File: src/rtl/mips_fetch_pkg.sv
// Shared state encodings and constants for the MIPS instruction-fetch front end.
package mips_fetch_pkg;

    localparam int INST_W = 32;
    localparam int PC_INC = 4;

    typedef enum logic [1:0] {
        IDLE  = 2'd0,
        RUN   = 2'd1,
        DRAIN = 2'd2
    } fetch_state_t;

endpackage

File: src/rtl/fetch_fifo.sv
// Small power-of-two FIFO with flush; head is read combinationally.
module fetch_fifo #(
    parameter int WIDTH = 32,
    parameter int DEPTH = 4,
    localparam int AW = $clog2(DEPTH)
) (
    input  logic             clk,
    input  logic             rst_n,
    input  logic             push,
    input  logic [WIDTH-1:0] push_data,
    input  logic             pop,
    input  logic             flush,
    output logic [WIDTH-1:0] head_data,
    output logic [AW:0]      count,
    output logic             full,
    output logic             empty
);

    logic [WIDTH-1:0] mem [DEPTH];
    logic [AW-1:0]    wr_ptr;
    logic [AW-1:0]    rd_ptr;
    logic             do_push;
    logic             do_pop;

    assign full      = (count == (AW+1)'(DEPTH));
    assign empty     = (count == '0);
    assign do_push   = push && !full;
    assign do_pop    = pop && !empty;
    assign head_data = mem[rd_ptr];

    // Storage is cleared on reset so the head reads zero out of reset.
    always_ff @(posedge clk) begin
        if (!rst_n) begin
            wr_ptr <= '0;
            rd_ptr <= '0;
            count  <= '0;
            for (int i = 0; i < DEPTH; i++) begin
                mem[i] <= '0;
            end
        end else if (flush) begin
            wr_ptr <= '0;
            rd_ptr <= '0;
            count  <= '0;
        end else begin
            if (do_push) begin
                mem[wr_ptr] <= push_data;
                wr_ptr      <= wr_ptr + AW'(1);
            end
            if (do_pop) begin
                rd_ptr <= rd_ptr + AW'(1);
            end
            if (do_push && !do_pop) begin
                count <= count + (AW+1)'(1);
            end else if (!do_push && do_pop) begin
                count <= count - (AW+1)'(1);
            end
        end
    end

endmodule

File: src/rtl/mips_fetch_unit.sv
// Instruction-fetch front end: fetch PC, imem req/gnt/rvalid, prefetch queue to decode.
// Define FETCH_BYPASS_EN to forward a response straight to decode when the queue is empty.
//
// state | meaning
// IDLE  | one cycle after reset, no requests, responses ignored
// RUN   | fetching; requests issued while credits remain
// DRAIN | discarding responses still in flight from before a redirect
module mips_fetch_unit
    import mips_fetch_pkg::*;
#(
    parameter int                ADDR_W   = 32,
    parameter int                DEPTH    = 4,
    parameter logic [ADDR_W-1:0] RESET_PC = '0
) (
    input  logic              clk,
    input  logic              rst_n,
    output logic              imem_req,
    output logic [ADDR_W-1:0] imem_addr,
    input  logic              imem_gnt,
    input  logic              imem_rvalid,
    input  logic [INST_W-1:0] imem_rdata,
    input  logic              redirect,
    input  logic [ADDR_W-1:0] redirect_pc,
    output logic              inst_valid,
    output logic [INST_W-1:0] inst,
    output logic [ADDR_W-1:0] inst_pc,
    input  logic              inst_ready
);

    localparam int CW = $clog2(DEPTH) + 1;
    localparam int QW = INST_W + ADDR_W;

    fetch_state_t      state;
    fetch_state_t      state_nxt;
    logic [ADDR_W-1:0] fetch_pc;
    logic [ADDR_W-1:0] redirect_aligned;
    logic [CW-1:0]     drop_cnt;
    logic [CW-1:0]     out_cnt;
    logic [CW-1:0]     q_cnt;
    logic [CW:0]       credit_used;
    logic [CW:0]       out_after;
    logic              gnt_fire;
    logic              rsp_run;
    logic              rsp_drain;
    logic              flush;
    logic              bypass_hit;
    logic              bypass_take;
    logic              q_push;
    logic              q_pop;
    logic              a_full;
    logic              a_empty;
    logic              q_full;
    logic              q_empty;
    logic [ADDR_W-1:0] a_head;
    logic [QW-1:0]     q_head;
    logic              unused_bits;

    assign redirect_aligned = {redirect_pc[ADDR_W-1:2], 2'b00};
    assign credit_used      = {1'b0, out_cnt} + {1'b0, q_cnt};
    assign imem_req         = (state == RUN) && (credit_used < (CW+1)'(DEPTH));
    assign imem_addr        = fetch_pc;
    assign gnt_fire         = imem_req && imem_gnt;
    assign rsp_run          = (state == RUN) && imem_rvalid;
    assign rsp_drain        = (state == DRAIN) && imem_rvalid;
    assign flush            = redirect && (state != IDLE);
    // In-flight count once this cycle's grant and response are accounted for.
    assign out_after        = {1'b0, out_cnt} + (CW+1)'(gnt_fire) - (CW+1)'(rsp_run);

`ifdef FETCH_BYPASS_EN
    assign bypass_hit = (state == RUN) && !redirect && q_empty && imem_rvalid;
`else
    assign bypass_hit = 1'b0;
`endif
    assign bypass_take = bypass_hit && inst_ready;
    assign q_push      = rsp_run && !redirect && !bypass_take;
    assign q_pop       = (state == RUN) && inst_ready && !redirect && !q_empty;

    assign inst_valid = (state == RUN) && !redirect && (!q_empty || bypass_hit);
    assign inst       = bypass_hit ? imem_rdata : q_head[QW-1:ADDR_W];
    assign inst_pc    = bypass_hit ? a_head : q_head[ADDR_W-1:0];

    assign unused_bits = ^{a_full, a_empty, q_full, redirect_pc[1:0], out_after[CW]};

    // Addresses of granted requests, consumed in order as responses return.
    fetch_fifo #(
        .WIDTH (ADDR_W),
        .DEPTH (DEPTH)
    ) u_addr_fifo (
        .clk       (clk),
        .rst_n     (rst_n),
        .push      (gnt_fire && !redirect),
        .push_data (fetch_pc),
        .pop       (rsp_run),
        .flush     (flush),
        .head_data (a_head),
        .count     (out_cnt),
        .full      (a_full),
        .empty     (a_empty)
    );

    fetch_fifo #(
        .WIDTH (QW),
        .DEPTH (DEPTH)
    ) u_inst_queue (
        .clk       (clk),
        .rst_n     (rst_n),
        .push      (q_push),
        .push_data ({imem_rdata, a_head}),
        .pop       (q_pop),
        .flush     (flush),
        .head_data (q_head),
        .count     (q_cnt),
        .full      (q_full),
        .empty     (q_empty)
    );

    always_ff @(posedge clk) begin
        if (!rst_n) begin
            state <= IDLE;
        end else begin
            state <= state_nxt;
        end
    end

    always_comb begin
        state_nxt = state;
        case (state)
            IDLE: begin
                state_nxt = RUN;
            end
            RUN: begin
                if (redirect && (out_after != '0)) begin
                    state_nxt = DRAIN;
                end
            end
            DRAIN: begin
                if (imem_rvalid && (drop_cnt == CW'(1))) begin
                    state_nxt = RUN;
                end
            end
            default: begin
                state_nxt = IDLE;
            end
        endcase
    end

    // A grant in the redirect cycle belongs to the old stream and must not advance the new PC.
    always_ff @(posedge clk) begin
        if (!rst_n) begin
            fetch_pc <= RESET_PC;
            drop_cnt <= '0;
        end else begin
            if (flush) begin
                fetch_pc <= redirect_aligned;
            end else if (gnt_fire) begin
                fetch_pc <= fetch_pc + ADDR_W'(PC_INC);
            end
            if ((state == RUN) && redirect) begin
                drop_cnt <= out_after[CW-1:0];
            end else if (rsp_drain && (drop_cnt != '0)) begin
                drop_cnt <= drop_cnt - CW'(1);
            end
        end
    end

endmodule
File: config.mk
export PLATFORM = sky130hd
export DESIGN_NAME = mips_fetch_unit
export DESIGN_NICKNAME = d
export VERILOG_FILES = /design/src/rtl/mips_fetch_pkg.sv /design/src/rtl/fetch_fifo.sv /design/src/rtl/mips_fetch_unit.sv
export SDC_FILE = /design/constraint.sdc
export NUM_CORES = 1
export LEC_CHECK = 0
export CAP_MARGIN = 20
export CORE_ASPECT_RATIO = 1.5
export CORE_UTILIZATION = 58
export DETAILED_ROUTE_END_ITERATION = 6
export PLACE_DENSITY_LB_ADDON = 0.1
export SYNTH_ARGS = -nofsm -noshare
export SYNTH_HDL_FRONTEND = slang
export SYNTH_SLANG_ARGS = --single-unit
export TNS_END_PERCENT = 30
File: constraint.sdc
create_clock -name clk -period 5.7 [get_ports clk]
set_clock_uncertainty 0.2 [all_clocks]
set_input_delay 1.71 -clock clk [delete_from_list [all_inputs] [get_ports clk]]
set_output_delay 1.71 -clock clk [all_outputs]
set_load 0.02 [all_outputs]
Word level (Yosys, flattened, before mapping)
Memories as Yosys holds them, arrays and structs flattened. A register that Yosys moved wholly into a read port is not among the register bits.
Cells that the tools add are included.
Word-level totals
  memories: 2
  register bits after elaboration: 51
  output and inout port bits: 98
  bits of input ports: 70
  RAM bits: 384
  logic and storage cells: 111
Memory list
  u_inst_queue.mem: depth 4, bits a word 64, rd ports 1, clocked after Yosys merged registers in 1, write ports 4, line fetch_fifo.sv:19  | logic [WIDTH-1:0] mem [DEPTH];
  u_addr_fifo.mem: depth 4, bits a word 32, rd ports 1, clocked after Yosys merged registers in 1, write ports 4, line fetch_fifo.sv:19
Cells by class
  mux-type cells: 30
  bitwise gates (word level): 1
  $add $sub $neg: 13
  $lt $le $gt $ge: 1
  equal/unequal tests: 7
  reductions and logical operators: 47
Operators by type and width (count)
  2-to-1 mux 32 bit: 3
  2-to-1 mux 64 bit: 1
  OR reduction 64 bit: 1
  adder 32 x 3 -> 32 bit (second input constant): 1
  OR reduction 32 bit: 1
  logical AND 1 bit: 24
  2-to-1 mux 3 bit: 6
  2-to-1 mux 2 bit: 8
  2-to-1 mux 1 bit: 11
  nonzero test 2 bit: 5
  logical NOT 1 bit: 9
  subtractor 3 x 1 -> 3 bit (second input constant): 3
  adder 2 x 1 -> 2 bit (second input constant): 4
  adder 3 x 1 -> 3 bit (second input constant): 2
  equality test 3 bit (second input constant): 2
  logical NOT 3 bit: 2
  one-hot mux 2 bit (3 select lines): 1
  adder 3 x 1 -> 4 bit: 1
  adder 3 x 3 -> 4 bit: 1
  less-than comparator 4 x 3 -> 1 bit (second input constant): 1
  != test 2 x 1 -> 1 bit (second input constant): 2
  nonzero test 4 bit: 1
  subtractor 4 x 1 -> 4 bit: 1
  equality test 3 x 1 -> 1 bit (second input constant): 1
  7 further kinds: 7

Longest topological paths before layout
Gate-level depths: netlist of run 1.
  depth in word-level cells: 12
  gate-level depth with buffers: 12
  depth with buffers taken out: 12

Modules after synthesis
From an unflattened synthesis of run 1, not the netlist that was laid out.
Unflattened totals
  cell total of the unflattened synthesis: 1347
  area, all modules: 19921.6 µm²
By module, submodules not included
  fetch_fifo at u_inst_queue: cells each 667, area each 11394.7 µm², times used 1, sequential area each 7867.5 µm²
  fetch_fifo at u_addr_fifo: cells each 357, area each 6019.5 µm², times used 1, sequential area each 4023.9 µm²
  mips_fetch_unit: cells each 323, area each 2507.4 µm², times used 1, sequential area each 700.7 µm²

Worst setup path before layout of run 1
No wires, ideal clock.
  kind: in2reg
  start: in redirect
  end: mem u_addr_fifo.mem[0][10] (enable)
  path slack: 0.521 ns
  stages: 4
  arrival time: 4.516 ns
  path buffers: 1
  required time: 5.037 ns
  library setup time: 0.463 ns
  cells stage by stage: clkbuf_1 nor2_1 nand2_1 o31ai_1
RTL lines
  from (decl): line mips_fetch_unit.sv:22  | input logic redirect,
  to (decl): line fetch_fifo.sv:19

Final worst setup path of run 1
  start: in redirect
  end: out inst_valid
Between the ends
  cells in the longest elaborated chain, start to end: 3
Ends and longest elaborated chain
  logical NOT 1 bit: line mips_fetch_unit.sv:78  | assign inst_valid = (state == RUN) && !redirect && (!q_empty || bypass_hit);
  logical AND 1 bit (2 in series): line mips_fetch_unit.sv:78
  to (decl): line mips_fetch_unit.sv:24  | output logic inst_valid,
No other way between the ends.

==> flow_summary.yaml, run 1 <==
status:
  outcome: "finished, final reports clean"
clocking:
  cts_hold_buf: 0
  cts_buffer_depth: 3
  cts_resized: 0
  cts-buffers-inserted: 39
  cts_tree: "yes"
  insertion_delay_ps: 530
  post_cts_buffers: 0
  clkSinkCount: 421
  h-tree-depth: 2
  cts-root-buf: "clkbuf_16"
  cts.clk_slew.worst_paths_ps: 60
sta:
  relSlewSlack_pct: 38.50
  fin_crit_ps: 5080
  rsz0062_at_grt: "false"
  final.setup.tns_ps: 0
  finalHoldViolations: 0
  fmax_mhz: 196.8
  worstMarginPinSlew_ps: 910.2
  setup_viol: 0
  period_share_pct: 89.12
  drv_slew: 0
worst_setup_path:
  r2r_start: "u_inst_queue.count[2]"
  cp-start-kind: "primary input"
  r2r_end: "u_addr_fifo.count[2]"
  r2r_slack_ps: 1920
  rr_worst_depth: 12
  required_ps: 3790
  setup.worst_path.class: "primary input to primary output"
  endpoint_kind: "primary output"
  critPathMaxFanout: 3
  worstPathArrival_ps: 3170
finish:
  nets: 1503
  fin_cells: 1854
  drive_above_1_share_pct: 14.20
  antenna_cells: 0
  multi_input_comb_area_sq_um: 6282
  area_delta_synth_final_pct: 17.34
  fillCellCount: 2196
  regArea_sq_um: 12120
power:
  ir_drop_uv: 221.8
  cellPowerDensity_nw_per_um2: 310.4
  leakagePower_nw: 7.724
  power_mw: 6.853
synth:
  synth_top_area_share_pct: 58.72
  syn_area_per_cell_sq_um: 14.76
  synthCells: 1275
  netlist_area_sq_um: 18820
  synth_edf_count: 368
  async_flop_share_pct: 0
  yosysTopAreaCell: "edfxtp_1"
  ys.flop_type: "edfxtp_1"
  synth.area.top_cells: "edfxtp_1 59%, and2_1 12%, mux4_2 11%"
  synth.distinct_cells: 56
  yosys_warnings: 0
  synth_seq_cells: 421
  ys_seq_area_share_pct: 64.36
detailed_routing:
  routed_wl_mm: 38.45
  drc_errors: 0
  vias_per_cell: 5.728
  dr.pass1.iters: 4
  wl_per_cell_um: 20.74
  final_antenna_net_count: 0
  vias: 10620
  drtIter0Drc: 600
global_route:
  grt_pass1_wl_mm: 60.60
  grt_max_degree: 63
  overflow: 0
  antenna_found_initial: 0
  grt_pass1_vias: 11160
  grt_use_total_pct: 24.15
floorplan:
  die_height_um: 222.6
  pin_count: 168
  dieArea_sq_um: 33190
  die_x_um: 149.1
  fp-row-count: 80
  start_util_pct: 59.12
  core_sq_um: 31830
min_path:
  hold_path_depth: 2
  worstHoldPathType: "flip-flop to flip-flop"
  worstHoldStart: "u_addr_fifo.rd_ptr[1]"
job:
  maxCapViolCount: 0
place:
  dp_hpwl_mm: 23.66
  gp_congestion: 0.8199
  dp_cells: 1787
  io_buffers: 161
-- worst max-delay path by stage --
stage                   from                     end  slack [ps]  depth (start not counted)
global placement    redirect              inst_valid         690                          3
floorplan           redirect  u_addr_fifo.mem[0][10]         520                          4
global route        redirect              inst_valid         520                          3
CTS                 redirect              inst_valid         630                          3
detailed placement  redirect              inst_valid         650                          3
finish              redirect              inst_valid         620                          3
-- power breakdown --
group,internal [mW],switching (mW)
clock network,1.37,1.09
registers,3.51,0.139
logic,0.338,0.408
-- cells by family after synthesis --
logic type,Yosys count,synth area share (%)
and+or+nand+nor,505,16.22
DFF,421,64.36
buffers and inverters,112,2.540
muxes,94,11.12
AOI/OAI and AO/OA,88,2.812
xor gates and xnor gates,39,1.815
adders and majority gates,15,1.117
other,1,0.01993
-- metrics by stage --
step / hold WS (ps) / cell area [sq um] / utilization [%] / worst slack [ps]
global placement: 301.3 / 20890 / 65.63 / 686.5
floorplan: 284.7 / 18830 / - / 521.2
detailed placement: 314.2 / 20890 / 65.63 / 646.6
finish: 330.7 / 22080 / 69.38 / 619.9
CTS: 334.3 / 22080 / 69.38 / 628.5
global route: 360.4 / 22080 / 69.38 / 522.9
-- Yosys cell counts (2+ instances only) --
cell and number:
mux4_2 92, xor2_1 10, o21a_1 3, nor3_1 22
and3b_1 2, inv_1 22, nand2_1 23, nand3_1 15
a211oi_1 4, buf_2 13, nand4_1 10, o31ai_1 4
o22ai_1 7, nor3b_2 2, a21oi_1 31, buf_1 3
dfxtp_1 53, nor4_1 13, nand2b_1 5, nor2_1 33
or2_2 2, o21ai_0 28, and2_1 353, xnor2_1 29
and4_1 5, o211ai_1 2, or3_1 3, ha_1 12
buf_4 5, edfxtp_1 368, fa_1 3, a311oi_1 3
mux2i_1 2, and3_1 6, clkbuf_1 55, clkbuf_2 12
-- worst max-delay path: stages --
cell and delay (ps):
clkdlybuf4s50_1 420, nor3_1 360, clkdlybuf4s50_1 680
-- area by class of cell --
| cell class | instances | share of cell area [%] |
|---|---|---|
| tap | 410 | 2.323 |
| timing repair buffer | 188 | 8.556 |
| clock inverter | 18 | 0.5836 |
| inverter | 23 | 0.3910 |
| multi-input combinational | 745 | 28.45 |
| sequential | 421 | 54.88 |
| clock buffer | 49 | 4.816 |
-- routing by layer --
| metal | vias to the layer above | part of all wire, % | GRT usage [%] |
|---|---|---|---|
| met5 | - | 0 | 0 |
| met4 | 0 | 2.9 | 8.460 |
| met3 | 71 | 4.1 | 3.368 |
| met2 | 279 | 55 | 45.30 |
| met1 | 5316 | 38 | 27.61 |
| li1 | 4954 | - | - |
-- registers in the layout, indices dropped and copies added (netlist names), named ones only --
signal and count:
drop_cnt 3, imem_addr 30, state 2, u_addr_fifo.count 3
u_addr_fifo.mem 120, u_addr_fifo.rd_ptr 2, u_addr_fifo.wr_ptr 2, u_inst_queue.count 3
u_inst_queue.mem 248, u_inst_queue.rd_ptr 2, u_inst_queue.wr_ptr 2
-- cell usage in the layout, fill, tap and decap left out, types with 4 or more instances in the layout --
cell type	synthesis	layout
nand3_1	15	15
buf_12	0	6
and4_1	5	5
nor2_1	33	33
o21ai_2	0	4
nor3_1	22	22
and2_1	353	353
xor2_1	10	10
clkdlybuf4s50_1	0	161
nand2_1	23	22
ha_1	12	12
clkbuf_16	0	39
nand4_1	10	10
inv_1	22	22
edfxtp_1	368	368
conb_1	1	4
dfxtp_1	53	49
clkbuf_1	55	5
o22ai_1	7	7
a211oi_1	4	4
a21oi_1	31	31
buf_4	5	21
xnor2_1	29	29
and3_1	6	6
clkinv_2	0	6
clkbuf_8	0	5
o21ai_0	28	24
nor4_1	13	13
clkinv_1	0	5
mux4_2	92	92
Power figures use the tool's default switching activity.
==> run 2, diff against run 1 <==
--- a/config.mk
+++ b/config.mk
@@ -6,7 +6,6 @@
 export NUM_CORES = 1
 export LEC_CHECK = 0
 export CAP_MARGIN = 20
-export CORE_ASPECT_RATIO = 1.5
 export CORE_UTILIZATION = 58
 export DETAILED_ROUTE_END_ITERATION = 6
 export PLACE_DENSITY_LB_ADDON = 0.1
==> flow_summary.yaml, run 2 (synthesized netlist as in run 1, its figures left out) <==
status:
  outcome: "finished, final reports clean"
job:
  maxCapViolCount: 0
clocking:
  cts_resized: 0
  cts-root-buf: "clkbuf_16"
  cts.clk_slew.worst_paths_ps: 60
  cts-buffers-inserted: 44
  insertion_delay_ps: 530
  h-tree-depth: 2
  post_cts_buffers: 0
  cts_buffer_depth: 3
  cts_hold_buf: 0
  cts_tree: "yes"
  clkSinkCount: 421
place:
  dp_hpwl_mm: 21.79
  dp_cells: 1777
  io_buffers: 161
  gp_congestion: 0.7945
detailed_routing:
  vias_per_cell: 5.699
  final_antenna_net_count: 0
  dr.pass1.iters: 5
  drtIter0Drc: 810
  wl_per_cell_um: 20.45
  routed_wl_mm: 37.92
  vias: 10570
  drc_errors: 0
power:
  ir_drop_uv: 201.5
  power_mw: 7.170
  leakagePower_nw: 7.799
  cellPowerDensity_nw_per_um2: 322.2
finish:
  final_cell_mix: "368 x edfxtp_1, 353 x and2_1, 161 x clkdlybuf4s50_1"
  final_core_util_pct: 70.17
  nets: 1506
  antenna_cells: 0
  area_delta_synth_final_pct: 18.26
  drive_above_1_share_pct: 14.05
  regMostFlops: "u_inst_queue.mem"
  fin_cells: 1854
  largest_register_ffs: 248
  fillCellCount: 2182
  final_common_cell: "edfxtp_1"
worst_setup_path:
  rr_worst_depth: 12
  endpoint_kind: "primary output"
  worst-path-stages: 3
  critPathSlowestCell: "clkdlybuf4s50_1"
  critPathMaxFanout: 3
  setup.worst_path.class: "primary input to primary output"
  path_cells: "clkdlybuf4s50_1 -> nor3_1 -> clkdlybuf4s50_1"
  crit_family: "buffers and inverters"
  cp_num_buf_inv: 2
  worstPathArrival_ps: 3240
  required_ps: 3790
  cp_common_cell: "clkdlybuf4s50_1"
  cpPeakStageDelay_ps: 680
  cp-start-kind: "primary input"
sta:
  drv_slew: 0
  fmax_mhz: 194.2
  finalHoldViolations: 0
  final.setup.tns_ps: 0
  whs_ps: 328.5
  period_share_pct: 90.32
  setup_viol: 0
  worstMarginPinSlew_ps: 822.4
  fin_crit_ps: 5148
  relSlewSlack_pct: 44.43
  rsz0062_at_grt: "false"
floorplan:
  fp-row-count: 65
  start_util_pct: 59.33
  die_x_um: 182.1
  core_sq_um: 31720
  dieArea_sq_um: 33170
  die_height_um: 182.1
  pin_count: 168
global_route:
  grt_use_total_pct: 23.58
  grt_max_degree: 63
  grt_pass1_wl_mm: 60.59
  antenna_found_initial: 0
  overflow: 0
  grt_pass1_vias: 11250
min_path:
  hold_path_depth: 2
  worstHoldPathType: "flip-flop to flip-flop"
run 2: per-stage QoR:
step | worst slack [ps] | instance area [sq um]
after floorplan | 521.2 | 18830
after global placement | 520.6 | 20870
after detailed placement | 518.0 | 20870
after global routing | 490.3 | 22260
after CTS | 518.0 | 22260
final | 551.9 | 22260
run 2: final cells by class:
| cell class | count | area (sq um) | share of cell area, % |
|---|---|---|---|
| clock inverters | 19 | 196.4 | 0.8826 |
| inverters | 23 | 86.33 | 0.3879 |
| clock buffers | 58 | 1195 | 5.369 |
| flip-flops and latches | 421 | 12120 | 54.45 |
| multi-input cells | 745 | 6282 | 28.23 |
| well taps | 402 | 503.0 | 2.260 |
| repair buffers | 186 | 1874 | 8.421 |
run 2: path summary, 6_finish.rpt:
path / start / endpoint / slack [ps]
worst max register to register: u_inst_queue.count[2] / u_addr_fifo.count[2] / 2020
worst max-delay path: redirect / inst_valid / 550
worst min register to register: u_inst_queue.rd_ptr[1] / flip-flop / 330
worst min-delay path: u_inst_queue.rd_ptr[1] / flip-flop / 330
run 2: layer usage:
metal	vias to the layer above	global-route usage [%]	wire [um]	share of wire [%]
met4	0	5.546	546	1.4
met1	5241	32.32	16740	44
met2	309	39.97	18550	49
met5	-	0	0	0
met3	50	3.732	2085	5.5
li1	4966	-	-	-
run 2: power by group:
part	total (mW)	switching (mW)	internal (mW)
Sequential	3.65	0.139	3.51
Combinational	0.743	0.406	0.337
Clock	2.78	1.13	1.65
run 2: worst register-to-register path: cells and delay by family (launching register included):
family          cells  cell delay [ps]
fa+ha+maj           3              850
xor+xnor            1              160
flops               1              440
compound gates      1              130
simple gates        5             1610
buf+inv             2              210
==> run 3, diff against run 2 <==
--- a/config.mk
+++ b/config.mk
@@ -6,7 +6,7 @@
 export NUM_CORES = 1
 export LEC_CHECK = 0
 export CAP_MARGIN = 20
-export CORE_UTILIZATION = 58
+export CORE_UTILIZATION = 62
 export DETAILED_ROUTE_END_ITERATION = 6
 export PLACE_DENSITY_LB_ADDON = 0.1
 export SYNTH_ARGS = -nofsm -noshare
==> constraint.sdc (replaced) <==
create_clock -name clk -period 6 [get_ports clk]
set_clock_uncertainty 0.2 [all_clocks]
set_input_delay 1.8 -clock clk [delete_from_list [all_inputs] [get_ports clk]]
set_output_delay 1.8 -clock clk [all_outputs]
set_load 0.02 [all_outputs]
==> flow_summary.yaml, run 3 (synthesized netlist as in run 1, its figures left out) <==
status:
  outcome: "finished, final reports clean"
floorplan:
  die_x_um: 176.2
  core_sq_um: 29720
  pin_count: 168
  fp-row-count: 63
  start_util_pct: 63.33
  dieArea_sq_um: 31060
  die_height_um: 176.2
sta:
  setup_viol: 0
  drv_slew: 0
  fmax_mhz: 185.6
  final.setup.tns_ps: 0
  finalHoldViolations: 0
  rsz0062_at_grt: "false"
  relSlewSlack_pct: 44.07
  worstMarginPinSlew_ps: 827.7
  period_share_pct: 89.82
  setup_ws_ps: 610.9
  fin_crit_ps: 5389
power:
  p_int_mw: 5.200
  cellPowerDensity_nw_per_um2: 304.6
  switching_share_pct: 23.15
  pwr-share-comb_pct: 10.5
  pwr-share-clk_pct: 38.3
  leakagePower_nw: 7.801
  ir_drop_uv: 205.7
  p_seq_share_pct: 51.2
  p_switching_mw: 1.566
clocking:
  h-tree-depth: 2
  cts-buffers-inserted: 43
  insertion_delay_ps: 530
  cts_tree: "yes"
  post_cts_buffers: 0
  cts_hold_buf: 0
  cts_buffer_depth: 3
  cts_resized: 0
  clkSinkCount: 421
  cts.clk_slew.worst_paths_ps: 60
  cts-root-buf: "clkbuf_16"
global_route:
  grt_use_total_pct: 25.07
  overflow: 0
  antenna_found_initial: 0
  grt-busiest-layer: "met2"
  met1_usage_pct: 33.97
  grt_max_degree: 63
  grt_util_met2_pct: 43.00
  grt_pass1_vias: 11060
  met3_usage_pct: 3.596
  grt_pass1_wl_mm: 59.90
worst_setup_path:
  critPathSlowestCell: "clkdlybuf4s50_1"
  r2r_start: "u_inst_queue.count[2]"
  r2r_end: "u_addr_fifo.count[2]"
  endpoint_kind: "primary output"
  rr_worst_depth: 12
  r2r_slack_ps: 2350
  cp-start-kind: "primary input"
  endpoint: "inst_valid"
  path_cells: "clkdlybuf4s50_1 -> nor3_1 -> clkdlybuf4s50_1"
  worstSetupStartpoint: "redirect"
  setup.worst_path.class: "primary input to primary output"
  critPathMaxFanout: 3
  cp_common_cell: "clkdlybuf4s50_1"
  required_ps: 4000
  worstPathArrival_ps: 3390
  cpPeakStageDelay_ps: 700
detailed_routing:
  dr.pass1.iters: 5
  drtIter0Drc: 805
  routed_wl_mm: 37.72
  wl_per_cell_um: 20.49
  vias: 10850
  vias_per_cell: 5.893
  drc_errors: 0
  final_antenna_net_count: 0
finish:
  area_delta_synth_final_pct: 18.04
  regMostFlops: "u_inst_queue.mem"
  final_cell_mix: "368 x edfxtp_1, 353 x and2_1, 161 x clkdlybuf4s50_1"
  antenna_cells: 0
  regArea_sq_um: 12120
  nets: 1504
  drive_above_1_share_pct: 13.99
  fillCellCount: 1820
  multi_input_comb_area_sq_um: 6282
  final_common_cell: "edfxtp_1"
  largest_register_ffs: 248
place:
  pre_cts_slack_ps: 610.2
  gp_congestion: 0.8448
  io_buffers: 161
  dp_hpwl_mm: 22.17
min_path:
  worstHoldPathType: "flip-flop to flip-flop"
job:
  maxCapViolCount: 0
[run 3: per-stage QoR]
| step | std cells | cell area [sq um] | utilization, % | total power [mW] | hold slack (ps) |
|---|---|---|---|---|---|
| final | 1841 | 22220 | 74.75 | 6.766 | 330.8 |
| after global routing | 1841 | 22220 | 74.75 | 6.980 | 362.4 |
| after CTS | 1841 | 22220 | 74.75 | 6.799 | 338.5 |
| after detailed placement | 1764 | 20840 | 70.14 | 4.235 | 314.5 |
| after global placement | 1764 | 20840 | 70.14 | 4.212 | 303.5 |
| after floorplan | 1278 | 18830 | - | 3.924 | 284.7 |
[run 3: cell type report]
| type | count | area share (%) |
|---|---|---|
| timing repair buffer | 185 | 8.403 |
| tap | 390 | 2.197 |
| multi-input combinational | 745 | 28.28 |
| clock buffer | 59 | 5.486 |
| clock inverter | 18 | 0.6928 |
| inverter | 23 | 0.3886 |
| sequential | 421 | 54.55 |
[run 3: worst max-delay path: cells and delay by family]
family	cells	cell delay, ps
buffers and inverters	2	1150
AND/OR/NAND/NOR	1	440
[run 3: routing by layer]
| layer | part of all wire (%) | vias up |
|---|---|---|
| met2 | 50 | 393 |
| met1 | 42 | 5428 |
| met3 | 5.9 | 53 |
| met4 | 1.8 | 0 |
| li1 | - | 4975 |
| met5 | 0 | - |
[run 3: worst min path at each step]
stage	start	endpoint	slack, ps	cells past startpoint
global route	u_inst_queue.rd_ptr[1]	flip-flop	360	2
floorplan	u_inst_queue.rd_ptr[1]	flip-flop	280	2
global placement	u_inst_queue.rd_ptr[1]	flip-flop	300	2
detailed placement	u_inst_queue.rd_ptr[1]	flip-flop	310	2
finish	u_inst_queue.rd_ptr[1]	flip-flop	330	2
CTS	u_inst_queue.rd_ptr[1]	flip-flop	340	2
[run 3: power by group through the flow]
stage                     clock network, mW  registers (mW)  logic [mW]
after floorplan                           0            3.51       0.419
after global placement                    0            3.51       0.699
after detailed placement                  0            3.52       0.710
after CTS                              2.62            3.47       0.715
after global routing                   2.73            3.49       0.767
final                                  2.59            3.47       0.709
